[src/rtl/cic_pkg.sv]
// Shared helpers for the CIC filter family (integrators, decimating combs, interpolator).
// Parameter legality and counter sizing live here so every CIC block agrees on them.
package cic_pkg;

    function automatic bit cic_params_ok(input int win, input int wout, input int stages,
                                         input int decim, input int diff_delay);
        return (wout >= 1) && (wout <= win) && (stages >= 1) && (decim >= 1) &&
               ((diff_delay == 1) || (diff_delay == 2));
    endfunction

    // A ratio of 1 still needs a one-bit counter so the port widths stay legal.
    function automatic int cic_cnt_width(input int decim);
        return (decim > 1) ? $clog2(decim) : 1;
    endfunction

endpackage

[src/rtl/cic_comb_stage.sv]
// One CIC differentiator: y = x - x delayed by DIFF_DELAY kept samples, modular arithmetic.
// Output data and strobe are registered, giving exactly one clock of latency per stage.
module cic_comb_stage
    import cic_pkg::*;
#(
    parameter int WIDTH      = 16,
    parameter int DIFF_DELAY = 1
) (
    input  logic                    clk,
    input  logic                    reset,
    input  logic signed [WIDTH-1:0] x_i,
    input  logic                    str_i,
    output logic signed [WIDTH-1:0] y_o,
    output logic                    str_o
);
    typedef logic signed [WIDTH-1:0] comb_word_t;

    comb_word_t d_q [DIFF_DELAY];
    comb_word_t y_q, y_d;
    logic       str_q;

    // Wrap on overflow is intentional: CIC correctness relies on modulo-2^WIDTH arithmetic.
    assign y_d = x_i - d_q[DIFF_DELAY-1];

    always_ff @(posedge clk) begin
        if (reset) begin
            for (int i = 0; i < DIFF_DELAY; i++) d_q[i] <= '0;
            y_q   <= '0;
            str_q <= 1'b0;
        end else begin
            str_q <= str_i;
            if (str_i) begin
                y_q    <= y_d;
                d_q[0] <= x_i;
                for (int i = 1; i < DIFF_DELAY; i++) d_q[i] <= d_q[i-1];
            end
        end
    end

    assign y_o   = y_q;
    assign str_o = str_q;

endmodule

[src/rtl/cic_comb_decimator.sv]
// Decimating comb section of a Hogenauer CIC: keeps every DECIM-th integrator sample,
// runs STAGES differentiators on it and emits the MSB slice with a one-cycle strobe.
module cic_comb_decimator
    import cic_pkg::*;
#(
    parameter int DATA_WIDTH_INP = 16,
    parameter int DATA_WIDTH_OUT = 16,
    parameter int STAGES         = 3,
    parameter int DECIM          = 8,
    parameter int DIFF_DELAY     = 1
) (
    input  logic                             clk,
    input  logic                             reset,
    input  logic signed [DATA_WIDTH_INP-1:0] inp_samp_data,
    input  logic                             inp_samp_str,
    output logic signed [DATA_WIDTH_OUT-1:0] out_samp_data,
    output logic                             out_samp_str
);
    localparam int CW        = cic_cnt_width(DECIM);
    localparam bit PARAMS_OK = cic_params_ok(DATA_WIDTH_INP, DATA_WIDTH_OUT, STAGES,
                                             DECIM, DIFF_DELAY);

    typedef logic signed [DATA_WIDTH_INP-1:0] comb_word_t;

    logic [CW-1:0] phase_q, phase_d;
    logic          keep;
    comb_word_t    dec_data_q;
    logic          dec_str_q;

    comb_word_t stg_data [STAGES+1];
    logic       vld_pipe [STAGES+1];

    always_ff @(posedge clk) begin
        assert (PARAMS_OK);
    end

    always_comb begin
        keep    = inp_samp_str && (phase_q == CW'(DECIM - 1));
        phase_d = phase_q;
        if (inp_samp_str) phase_d = keep ? '0 : phase_q + 1'b1;
    end

    // Decimation register: the kept sample is held until the next kept one.
    always_ff @(posedge clk) begin
        if (reset) begin
            phase_q    <= '0;
            dec_data_q <= '0;
            dec_str_q  <= 1'b0;
        end else begin
            phase_q   <= phase_d;
            dec_str_q <= keep;
            if (keep) dec_data_q <= inp_samp_data;
        end
    end

    assign stg_data[0] = dec_data_q;
    assign vld_pipe[0] = dec_str_q;

    for (genvar k = 0; k < STAGES; k++) begin : g_comb
        cic_comb_stage #(
            .WIDTH      (DATA_WIDTH_INP),
            .DIFF_DELAY (DIFF_DELAY)
        ) u_stage (
            .clk   (clk),
            .reset (reset),
            .x_i   (stg_data[k]),
            .str_i (vld_pipe[k]),
            .y_o   (stg_data[k+1]),
            .str_o (vld_pipe[k+1])
        );
    end

    // Last stage only updates on its strobe, so the slice holds between outputs.
    assign out_samp_data = stg_data[STAGES][DATA_WIDTH_INP-1 -: DATA_WIDTH_OUT];
    assign out_samp_str  = vld_pipe[STAGES];

endmodule

[config.mk]
export PLATFORM = sky130hd
export DESIGN_NAME = cic_comb_decimator
export DESIGN_NICKNAME = d
export VERILOG_FILES = /design/src/rtl/cic_pkg.sv /design/src/rtl/cic_comb_stage.sv /design/src/rtl/cic_comb_decimator.sv
export SDC_FILE = /design/constraint.sdc
export NUM_CORES = 1
export LEC_CHECK = 0
export CELL_PAD_IN_SITES_DETAIL_PLACEMENT = 0
export CELL_PAD_IN_SITES_GLOBAL_PLACEMENT = 1
export CORE_MARGIN = 5
export CORE_UTILIZATION = 38
export DETAILED_ROUTE_END_ITERATION = 6
export HOLD_SLACK_MARGIN = 0.06
export MAX_ROUTING_LAYER = met4
export PLACE_DENSITY_LB_ADDON = 0.1
export SYNTH_ARGS = -nofsm -noshare
export SYNTH_HDL_FRONTEND = slang
export SYNTH_HIERARCHICAL = 1
export SYNTH_SLANG_ARGS = --single-unit
export TNS_END_PERCENT = 1
[constraint.sdc]
create_clock -name clk -period 3.15 [get_ports clk]
set_input_delay 0.63 -clock clk [delete_from_list [all_inputs] [get_ports clk]]
set_output_delay 0.63 -clock clk [all_outputs]
set_load 0.005 [all_outputs]
==> impl_metrics.yaml <==
synthesis:
  synth-warning-count: 6
  synth-seq-area-share: 0.4158
  syn-instance-count: 713
  synth_area_per_cell_um2: 9.655
  synth.area.top_cells: "edfxtp_1, dfxtp_1, ha_1"
  ys_types: 65
  ys_ff_latch: 119
  synth_flop_cell: "dfxtp_1"
  synthesis.area_mm2: 0.006884
  yosys.area.top_type: "edfxtp_1"
  synth_top_area_frac: 0.2094
  synth_edf_count: 48
  async_reset_ff_frac: 0
  synth_nets: 782
place:
  place_hpwl_mm: 11.30
  placed_cell_area_mm2: 0.007410
  io_buffers: 35
  routabilityCongestion: 0.8305
timing:
  fmax_mhz: 411.5
  hold_viol: 0
  min_period_ns: 2.430
  tns_ns: 0
  tightest_slew_ns: 0.7466
  setup_violations: 0
  finalMaxSlewViolations: 0
  maxSlewHeadroom: 0.5012
  finalCritPeriodShare: 0.7715
  finalClockSkew_ns: 0.005893
  rsz0062_at_grt: "no"
cts:
  clk_pin_slew_worst_paths_ns: 0.06
  hold_buffers: 0
  cts_root_buffer: "clkbuf_16"
  cts_resized: 0
  cts_num_sinks: 119
  clk_latency_ns: 0.42
  cts_tree: "built"
  post_cts_buffers: 0
  clk_path_buf_depth: 2
  cts_buffers: 17
  htreeDepth: 4
floorplan:
  die-area_mm2: 0.02091
  initial_core_util: 0.3845
  die_height_um: 144.6
  io_pins: 36
  die_w_um: 144.6
  rows: 49
  core_area_mm2: 0.01790
cells_and_area:
  num-nets-final: 816
  syn_to_final_growth_pct: 16.12
  fillers: 1749
  final_area_mm2: 0.007994
  diodes: 0
  ff_latch_area_mm2: 0.002863
  multiInputGateArea_mm2: 0.003611
  drive_gt1_frac: 0.09868
detailed_routing:
  post_drt_wl_per_cell_um: 15.23
  drc: 0
  vias: 5131
  antenna_left: 0
  wirelength_mm: 15.07
  drt_first_pass_iters: 4
  drt_iter0_drc: 237
  viasPerCell: 5.188
setup_path:
  worst-path-buf-inv: 1
  critPathKind: "register to register"
  worstPathCellList: "inv_1 -> ha_1 -> fa_1 -> and2b_4 -> o2111ai_2 -> a211oi_1 -> o21ai_0 -> a32o_1"
  cp_max_fo: 6
  endpoint_kind: "register"
  rrSetupSlack_ns: 0.72
  critPathTopFamily: "compound AO/OA/AOI/OAI gates"
  worstPathArrival_ns: 2.74
  startpoint_type: "register"
  slowest_stage: "fa_1"
  slowest_delay_ns: 0.42
  required_ns: 3.46
power:
  peakVddDrop_v: 0.0003809
  leakage_uw: 0.003231
  power.density_mw_per_mm2: 465.3
grt:
  grt-busiest-layer: "met2"
  grt_pass1_vias: 5210
  grt_max_degree: 28
  grt_use_total: 0.1590
  grt_util_met1: 0.1685
  grt_util_met2: 0.2814
  antenna_found_initial: 0
  overflow: 0
  met3_usage: 0.03604
  grt_pass1_wl_mm: 25.35
hold_path:
  hold_class: "register to register"
status:
  status: "finished, final reports clean"
job:
  max-cap-violations: 0
-- layout by cell type, fill, tap and decap left out, drive strengths merged, types with 4 or more instances in the layout --
master         count
o2111ai            5
nand4              8
nand3b             7
edfxtp            48
inv               61
a32o               8
o21bai             4
a21o              15
dfxtp             71
o211ai             4
a211oi            20
mux2i             11
clkbuf            20
o21ai             25
buf               11
clkdlybuf4s50     34
and2              55
nand2             31
nand3             31
a22o               6
xnor2             13
xor2               8
clkinv             6
nor2b              5
clkinvlp           4
o31ai              8
nor2              40
nand2b            17
ha                47
o21a              11
a21oi             53
or3                8
nor3               6
a21bo             16
o31a               4
-- power by group --
group / internal [uW] / switching [uW]
Combinational: 80.8 / 118
Sequential: 1620 / 7.40
Clock: 1200 / 691
-- area by class of cell --
| type | instances | share of cell area |
|---|---|---|
| well taps | 229 | 0.03584 |
| inverters | 61 | 0.02864 |
| clock buffers | 20 | 0.05713 |
| clock inverters | 12 | 0.01596 |
| multi-input cells | 503 | 0.4517 |
| repair buffers | 45 | 0.05259 |
| flip-flops and latches | 119 | 0.3581 |
-- cells in the mapped netlist (11+ instances only) --
cell type,n
dfxtp_1,71
nor2_1,40
o21ai_0,24
o21a_1,11
a21bo_2,13
and2_1,53
edfxtp_1,48
ha_1,47
xnor2_1,13
nand2b_1,17
a21o_1,15
a211oi_1,17
clkbuf_1,13
nand3_1,31
nand2_1,31
inv_1,61
mux2i_1,11
a21oi_1,50
-- final timing paths --
| path | end | cells past startpoint | from |
|---|---|---|---|
| worst min-delay path | g_comb[0].u_stage/y_o[14] | 2 | g_comb[0].u_stage/y_o[14] |
| worst min register to register | g_comb[0].u_stage/y_o[14] | 2 | g_comb[0].u_stage/y_o[14] |
| worst max-delay path | g_comb[0].u_stage/y_o[8] | 8 | dec_data_q[0] |
| worst max register to register | g_comb[0].u_stage/y_o[8] | 8 | dec_data_q[0] |
-- stage by stage --
| step | util | hold slack (ns) | setup slack, ns | total power, uW | cells |
|---|---|---|---|---|---|
| after floorplan | - | 0.4457 | 1.081 | 1802 | 713 |
| after global placement | 0.4139 | 0.4582 | 0.7664 | 1859 | 957 |
| after detailed placement | 0.4139 | 0.4702 | 0.7270 | 1862 | 957 |
| after CTS | 0.4465 | 0.4812 | 0.7148 | 3774 | 989 |
| after global routing | 0.4465 | 0.4900 | 0.5674 | 3863 | 989 |
| final | 0.4465 | 0.4765 | 0.7198 | 3719 | 989 |
-- state kept, by name (all words and copies together), names as in the netlist --
| signal | flops |
|---|---|
| phase_q | 3 |
| g_comb.u_stage/d_q | 48 |
| dec_str_q | 1 |
| g_comb.u_stage/y_o | 48 |
| g_comb.u_stage/str_o | 3 |
| dec_data_q | 16 |
-- kinds of logic (layout without fill, tap and decap cells) --
| kind of cell | Yosys count | after routing | synth area share |
|---|---|---|---|
| AO/OA/AOI/OAI | 199 | 199 | 0.2121 |
| flip-flops | 119 | 119 | 0.4158 |
| multiplexers | 11 | 11 | 0.01599 |
| buffers and inverters | 91 | 138 | 0.05961 |
| AND/OR/NAND/NOR | 222 | 222 | 0.1756 |
| XOR/XNOR | 21 | 21 | 0.02672 |
| adder cells (fa/ha/maj) | 50 | 50 | 0.09415 |
-- per-layer routing --
| layer | wire [um] | vias to the layer above |
|---|---|---|
| met1 | 6454 | 2382 |
| met2 | 7705 | 77 |
| li1 | - | 2633 |
| met5 | 0 | - |
| met3 | 451 | 39 |
| met4 | 455 | 0 |
-- worst reg2reg max path, cell delays in order (launching register included) --
cell and delay (ns):
dfxtp_1 0.32, inv_1 0.08, ha_1 0.23, fa_1 0.42
and2b_4 0.28, o2111ai_2 0.22, a211oi_1 0.38, o21ai_0 0.13
a32o_1 0.27
No activity file was read; power rests on OpenSTA's default activity.
